**src/rtl/uart_alu_frame_ctrl.sv**
```systemverilog
// rtl/uart_alu_frame_ctrl.sv - UART-to-ALU frame controller: opcode/A/B byte collection,
// result byte return, inter-byte timeout abort.
module uart_alu_frame_ctrl #(
  parameter int LEN_DATA       = 8,
  parameter int LEN_OP         = 6,
  parameter int TIMEOUT_CYCLES = 100000
) (
  input  logic                clk,
  input  logic                reset,
  input  logic                rx_done_tick,
  input  logic [7:0]          rx_data_in,
  input  logic                tx_done_tick,
  input  logic [LEN_DATA-1:0] alu_data_in,
  output logic                tx_start,
  output logic [7:0]          data_out,
  output logic [LEN_DATA-1:0] A,
  output logic [LEN_DATA-1:0] B,
  output logic [LEN_OP-1:0]   OPCODE,
  output logic                busy,
  output logic                frame_err
);

  localparam int NB = LEN_DATA / 8;
  localparam int CW = (NB > 1) ? $clog2(NB) : 1;
  localparam int TW = (TIMEOUT_CYCLES > 0) ? $clog2(TIMEOUT_CYCLES + 1) : 1;
  localparam logic [CW-1:0] LAST    = CW'(NB - 1);
  localparam logic [TW-1:0] TMO_MAX = TW'(TIMEOUT_CYCLES);

  typedef enum logic [2:0] {IDLE, RX_A, RX_B, EXEC, TX_START, TX_WAIT} state_t;

  state_t              state, state_nxt;
  logic [CW-1:0]       byte_cnt;
  logic [TW-1:0]       tmo_cnt;
  logic [LEN_DATA-1:0] res_reg;
  logic                last_byte;
  logic                in_rx;
  logic                timed_out;
  logic                unused_rx;

  assign last_byte = (byte_cnt == LAST);
  assign in_rx     = (state == RX_A) || (state == RX_B);
  // An arriving byte beats a timeout that lands in the same cycle.
  assign timed_out = (TIMEOUT_CYCLES != 0) && in_rx && !rx_done_tick && (tmo_cnt == TMO_MAX);
  assign unused_rx = &{1'b0, rx_data_in};

  always_ff @(posedge clk) begin
    if (!reset) state <= IDLE;
    else        state <= state_nxt;
  end

  always_comb begin
    state_nxt = state;
    tx_start  = 1'b0;
    frame_err = 1'b0;
    busy      = (state != IDLE);
    case (state)
      IDLE:     if (rx_done_tick) state_nxt = RX_A;
      RX_A: begin
        if (timed_out) begin
          frame_err = 1'b1;
          state_nxt = IDLE;
        end else if (rx_done_tick && last_byte) state_nxt = RX_B;
      end
      RX_B: begin
        if (timed_out) begin
          frame_err = 1'b1;
          state_nxt = IDLE;
        end else if (rx_done_tick && last_byte) state_nxt = EXEC;
      end
      EXEC:     state_nxt = TX_START;
      TX_START: begin
        tx_start  = 1'b1;
        state_nxt = TX_WAIT;
      end
      TX_WAIT:  if (tx_done_tick) state_nxt = last_byte ? IDLE : TX_START;
      default:  state_nxt = IDLE;
    endcase
  end

  always_ff @(posedge clk) begin
    if (!reset) begin
      A        <= '0;
      B        <= '0;
      OPCODE   <= '0;
      res_reg  <= '0;
      byte_cnt <= '0;
      tmo_cnt  <= '0;
    end else begin
      case (state)
        IDLE: if (rx_done_tick) begin
          OPCODE   <= rx_data_in[LEN_OP-1:0];
          byte_cnt <= '0;
        end
        RX_A, RX_B: if (rx_done_tick) begin
          for (int i = 0; i < NB; i++) begin
            if (byte_cnt == CW'(i)) begin
              if (state == RX_A) A[8*i +: 8] <= rx_data_in;
              else               B[8*i +: 8] <= rx_data_in;
            end
          end
          byte_cnt <= last_byte ? '0 : byte_cnt + CW'(1);
        end
        EXEC: begin
          res_reg  <= alu_data_in;
          byte_cnt <= '0;
        end
        TX_WAIT: if (tx_done_tick && !last_byte) byte_cnt <= byte_cnt + CW'(1);
        default: ;
      endcase
      // Saturating so a disabled timeout (TMO_MAX == 0) never counts.
      if (rx_done_tick || !in_rx)  tmo_cnt <= '0;
      else if (tmo_cnt != TMO_MAX) tmo_cnt <= tmo_cnt + TW'(1);
    end
  end

  always_comb begin
    data_out = '0;
    for (int i = 0; i < NB; i++)
      if (byte_cnt == CW'(i)) data_out = res_reg[8*i +: 8];
  end

endmodule

```
**config.mk**
```make
export PLATFORM = sky130hd
export DESIGN_NAME = uart_alu_frame_ctrl
export DESIGN_NICKNAME = d
export VERILOG_FILES = /design/src/rtl/uart_alu_frame_ctrl.sv
export SDC_FILE = /design/constraint.sdc
export NUM_CORES = 1
export LEC_CHECK = 0
export ABC_CLOCK_PERIOD_IN_PS = 2600
export CAP_MARGIN = 30
export CORE_MARGIN = 2
export CORE_UTILIZATION = 49
export DETAILED_ROUTE_END_ITERATION = 12
export PLACE_DENSITY = 0.78
export SLEW_MARGIN = 20
export SYNTH_ARGS = -nofsm -noshare
export SYNTH_HDL_FRONTEND = slang
export SYNTH_SLANG_ARGS = --single-unit
```
**constraint.sdc**
```tcl
create_clock -name clk -period 2.6 [get_ports clk]
set_input_delay 0.52 -clock clk [delete_from_list [all_inputs] [get_ports clk]]
set_output_delay 0.52 -clock clk [all_outputs]
set_load 0.005 [all_outputs]
```
==> flow_summary.yaml, run 1 <==
outcome:
  status: "finished with violations"
  violations: "setup timing"
finish:
  largest_reg_flops: 17
  largest-register: "tmo_cnt"
  drive_above_1_share_pct: 15.1
  fin_area_mm2: 0.00317
  areaGrowthSynthToFinish_pct: 38.3
  fill_cells: 352
  n_antenna_cell: 0
  finalNetCount: 345
logic_synthesis:
  syn_nets: 273
  synth-seq-area-share_pct: 44.6
  synth_ff_type: "dfxtp_1"
  synth_top_area_cell: "dfxtp_1"
  synth_top_area_share_pct: 44.6
  yosys-top-cells-count: "dfxtp_1, mux2i_1, nor2b_1"
  yosysMostFrequentCell: "dfxtp_1"
  syn_inst: 251
  async_flop_share_pct: 0
  yosys_warnings: 0
  yosys-top-cells-area: "dfxtp_1, mux2i_1, nor2b_1"
  ys_seq_elements: 51
  avgSynthCellArea_um2: 9.13
  syn_area_mm2: 0.00229
  synth_edf_count: 0
  synthDistinctLibCells: 40
power:
  ir_worst_vdd_uv: 325
  power_uw: 1580
  powerDensity_mw_per_mm2: 497
  cellLeakagePower_uw: 0.00125
floorplan:
  fp.dieH_um: 72.4
  boundaryPins: 53
  num_rows: 24
  die_area_mm2: 0.00524
  core_mm2: 0.00441
  die_x_um: 72.4
  start_util_pct: 51.9
sta:
  tightest_slew_ps: 580
  clock-skew-final_ps: 3.36
  max_freq_mhz: 378
  fin_crit_sh_pct: 102
  setup_viol: 1
  slew_headroom_pct: 61.0
  rsz0062_at_grt: "true"
  hold_viol: 0
  slew_viol_final: 0
  setup_slack_ps: -43.7
  layout_min_cycle_time_ps: 2640
place:
  io_buffers: 52
  placed_area_mm2: 0.00303
  gp_congestion: 0.865
  dp_hpwl_mm: 3.77
setup_path:
  crit_path_max_incr_delay_ps: 550
  cp-start-kind: "flip-flop"
  crit_chain: "inv_2 > ha_4 > or4b_4 > or4_4 > nor4_4 > buf_2"
  critPathArrivalTime_ps: 2120
  worstSetupEndpointType: "output port"
  path_max_fanout: 2
  path_class: "reg2out"
  cp_slowest_cell: "or4_4"
  worstPathRequired_ps: 2080
drt:
  dr.pass1.iters: 4
  drt-initial-drc-count: 122
  drc_errors: 0
  post_drt_via_cell_ratio: 5.28
  routed_wl_mm: 5.43
  ant_nets: 0
  wl_per_cell_um: 14.4
  routed-via-count: 1985
clock_network:
  clockRootBuffer: "clkbuf_8"
  cts_tree: "yes"
  insertion_delay_ps: 300
  cts_sinks: 51
  cts_buffers: 5
  hold_buffers: 0
  h-tree-depth: 2
  cts.clk_slew.worst_paths_ps: 90
  clockBufferDepth: 2
grt:
  grt_max_degree: 22
  gr-usage-all-layers_pct: 20.9
  grt_pass1_wl_mm: 8.65
  overflow: 0
  antenna_found_initial: 0
  grt_pass1_vias: 1796
worst_hold_path:
  min-delay-path-class: "reg2reg"
flow_run:
  drv_cap: 0
-- path summary, 6_finish.rpt --
path              start  cells past startpoint         end  slack [ps]
min reg2reg  res_reg[4]                      2  res_reg[4]         460
min          res_reg[4]                      2  res_reg[4]         460
max reg2reg  tmo_cnt[1]                      7    state[1]         410
max          tmo_cnt[1]                      6   frame_err         -40
-- cells by family after synthesis --
family	count (synthesis)	synth area share (%)
buffers and inverters	19	3.17
flip-flops	51	44.6
XOR/XNOR	11	4.21
AO/OA/AOI/OAI	28	8.03
AND/OR/NAND/NOR	117	28.9
adder cells (fa/ha/maj)	2	1.09
multiplexers	23	10.0
-- critical path: cells and delay by family (launching register included) --
family | cells | cell delay, ps
flip-flops | 1 | 330
adder cells (fa/ha/maj) | 1 | 120
AND/OR/NAND/NOR | 3 | 1160
buffers and inverters | 2 | 220
-- per-stage QoR --
stage               hold slack [ps]  setup slack [ps]  util (%)  std cells  setup TNS [ps]
floorplan                       432               214         -        251               0
global placement                440              -196      68.5        368            -196
detailed placement              452              -257      68.5        368            -257
CTS                             465              -161      71.5        376            -161
global route                    492              -146      71.8        376            -146
finish                          462             -43.7      71.8        376           -43.7
-- area by class of cell --
cell class / count / area [um2] / share of cell area [%]
Inverter: 5 / 18.8 / 0.592
Timing Repair Buffer: 79 / 718 / 22.7
Clock inverter: 3 / 43.8 / 1.38
Tap cell: 52 / 65.1 / 2.05
Sequential cell: 51 / 1020 / 32.3
Clock buffer: 5 / 68.8 / 2.17
Multi-Input combinational cell: 181 / 1230 / 38.9
-- timing repair --
item / 4_1_cts / 5_1_grt
gates cloned: 0 / 0
hold endpoints to repair: 0 / 0
pin swaps: 1 / 3
endpoints found under the setup margin: 1 / 1
buffers inserted: 0 / 0
gates resized for setup: 8 / 5
-- report_power, final --
part | switching (uW) | leakage [uW] | internal [uW] | total (uW)
combinational | 90.3 | 0.000777 | 120 | 210
clock | 261 | 0.0000581 | 287 | 548
sequential | 15.7 | 0.000413 | 803 | 818
total | 367 | 0.00125 | 1210 | 1580
-- layer usage --
layer,global-route usage (%),vias up,part of all wire [%]
li1,-,1018,-
met1,27.8,914,46
met2,35.2,51,48
met3,4.72,2,5.3
met4,4.32,0,0.50
met5,0,-,0
-- layout by cell type (no fill, tap or decap), drive strengths merged, types with 8 or more instances in the layout --
cell type,n
a21oi,8
nor2,21
nand2,16
buf,28
nor2b,23
dfxtp,51
clkdlybuf4s50,51
nand4,8
mux2i,23
nand3,13
(Power assumes the default switching activity.)
==> run 2: changes to the inputs <==
Settings changed: CORE_ASPECT_RATIO set to 0.5, GPL_TIMING_DRIVEN set to 0, SETUP_SLACK_MARGIN set to 0.05.
==> run 2 against run 1 <==
Compared with the run above:
- combinational power about the same
- clock power is essentially flat
- the flow still finishes with violations (setup timing)
- sequential share of layout area grew 1.2 points
- global-route usage grew 0.67 points
- count of clock-buffer cells in the layout unchanged
- critical path depth unchanged
- total power shrank 0.26%
- design area is 3.4% lower
- highest routed layer unchanged
- critical endpoint unchanged
- cell count is 1.1% lower
- setup slack better by 6.7 ps
==> flow_summary.yaml, run 2 (synthesis results as in run 1) <==
outcome:
  status: "finished with violations"
  violations: "setup timing"
finish:
  finalNetCount: 336
  final_cell_mix: "clkdlybuf4s50_1, dfxtp_1, nor2b_1, mux2i_1, nor2_1"
  largest-register: "tmo_cnt"
  areaGrowthSynthToFinish_pct: 33.6
  fin_area_mm2: 0.00306
  largest_reg_flops: 17
  drive_above_1_share_pct: 9.21
  final_common_cell: "clkdlybuf4s50_1"
  n_antenna_cell: 0
clock_network:
  cts.clk_slew.worst_paths_ps: 90
  clockRootBuffer: "clkbuf_8"
  insertion_delay_ps: 300
  cts_buffers: 5
  h-tree-depth: 2
  clockBufferDepth: 2
  cts_sinks: 51
  hold_buffers: 0
  cts_tree: "yes"
worst_hold_path:
  hold_end: "res_reg[6]"
  whs_path_depth: 2
  min-delay-path-class: "reg2reg"
  min_from: "res_reg[6]"
grt:
  grt_pass1_vias: 1863
  grt_pass1_wl_mm: 8.72
  overflow: 0
  gr-usage-all-layers_pct: 21.6
  antenna_found_initial: 0
  grt_max_degree: 17
power:
  powerDensity_mw_per_mm2: 513
  power_uw: 1570
  cellLeakagePower_uw: 0.00116
  ir_worst_vdd_uv: 264
setup_path:
  critPathArrivalTime_ps: 2120
  path_class: "reg2out"
  r2r-start: "tmo_cnt[0]"
  rrSetupSlack_ps: 360
  cp-start-kind: "flip-flop"
  reg2regPathDepth: 7
  path_max_fanout: 2
  worstPathRequired_ps: 2080
  reg2reg_to: "state[1]"
  worstSetupEndpointType: "output port"
sta:
  max_freq_mhz: 379
  slew_headroom_pct: 51.7
  tightest_slew_ps: 720
  finalSetupTns_ps: -37.0
  rsz0062_at_grt: "true"
  setup_viol: 1
  setup_slack_ps: -37.0
  fin_crit_sh_pct: 101
  hold_viol: 0
  layout_min_cycle_time_ps: 2640
  clock-skew-final_ps: 10.0
  slew_viol_final: 0
drt:
  post_drt_via_cell_ratio: 5.34
  wl_per_cell_um: 14.6
  dr.pass1.iters: 4
  drc_errors: 0
  routed_wl_mm: 5.44
  drt-initial-drc-count: 83
  routed-via-count: 1986
  ant_nets: 0
floorplan:
  core_mm2: 0.00445
  fp.dieH_um: 52.4
  start_util_pct: 51.5
  die_x_um: 101
  die_area_mm2: 0.00527
  boundaryPins: 53
  num_rows: 17
flow_run:
  drv_cap: 0
place:
  gp_congestion: 0.869
  dp_hpwl_mm: 3.83
  io_buffers: 52
  placed_area_mm2: 0.00288
## run 2: cell types whose count changed in the layout (fill, tap and decap cells not counted)
cell / previous run / this run
buf_4: 27 / 5
clkbuf_1: 0 / 12
clkbuf_2: 0 / 1
dfxtp_1: 50 / 49
dfxtp_2: 1 / 2
## run 2: where the power goes
| group | leakage, uW | internal (uW) | switching, uW | total (uW) |
|---|---|---|---|---|
| Combinational | 0.000684 | 113 | 96.4 | 210 |
| Sequential | 0.000414 | 803 | 13.5 | 816 |
| Clock | 0.0000581 | 287 | 259 | 546 |
## run 2: critical path, stage by stage (launching register included)
cell and delay [ps]:
dfxtp_2 340, inv_2 80, ha_4 130, or4b_4 450, or4_4 520, nor4_4 140, buf_2 150
## run 2: what timing repair did
action                                 4_1_cts  5_1_grt
setup endpoints to repair                    2        1
buffers inserted                             5        0
endpoints found under the hold margin        0        0
pin swaps                                    3        1
resized for setup                           17        0
## run 2: through the flow
stage	hold slack [ps]	util [%]	setup WS [ps]	std cells
finish	464	68.9	-37.0	372
global route	487	68.9	-104	372
CTS	466	69.1	-168	373
detailed placement	453	64.8	-449	360
global placement	439	64.8	-344	360
floorplan	432	-	214	251
## run 2: routing by layer
layer | up-vias | routed length, um | GRT usage (%)
met5 | - | 0 | 0
met4 | 0 | 14 | 4.79
met3 | 2 | 271 | 5.33
met2 | 47 | 2800 | 40.6
met1 | 942 | 2360 | 25.3
li1 | 995 | - | -
## run 2: layout make-up
class,instances,area [um2]
fillers,372,1380
multi-input cells,181,1230
flip-flops and latches,51,1020
repair buffers,57,553
well taps,57,71.3
clock buffers,5,68.8
plain buffers,13,50.0
clock inverters,3,43.8
inverters,5,18.8
## run 2: how the worst max path moves through the flow
stage | startpoint | endpoint | slack [ps] | cells after the start
detailed placement | tmo_cnt[0] | frame_err | -450 | 7
finish | tmo_cnt[0] | frame_err | -40 | 6
CTS | tmo_cnt[0] | frame_err | -170 | 7
floorplan | tmo_cnt[0] | frame_err | 210 | 6
global placement | tmo_cnt[0] | frame_err | -340 | 7
global route | tmo_cnt[0] | frame_err | -100 | 6
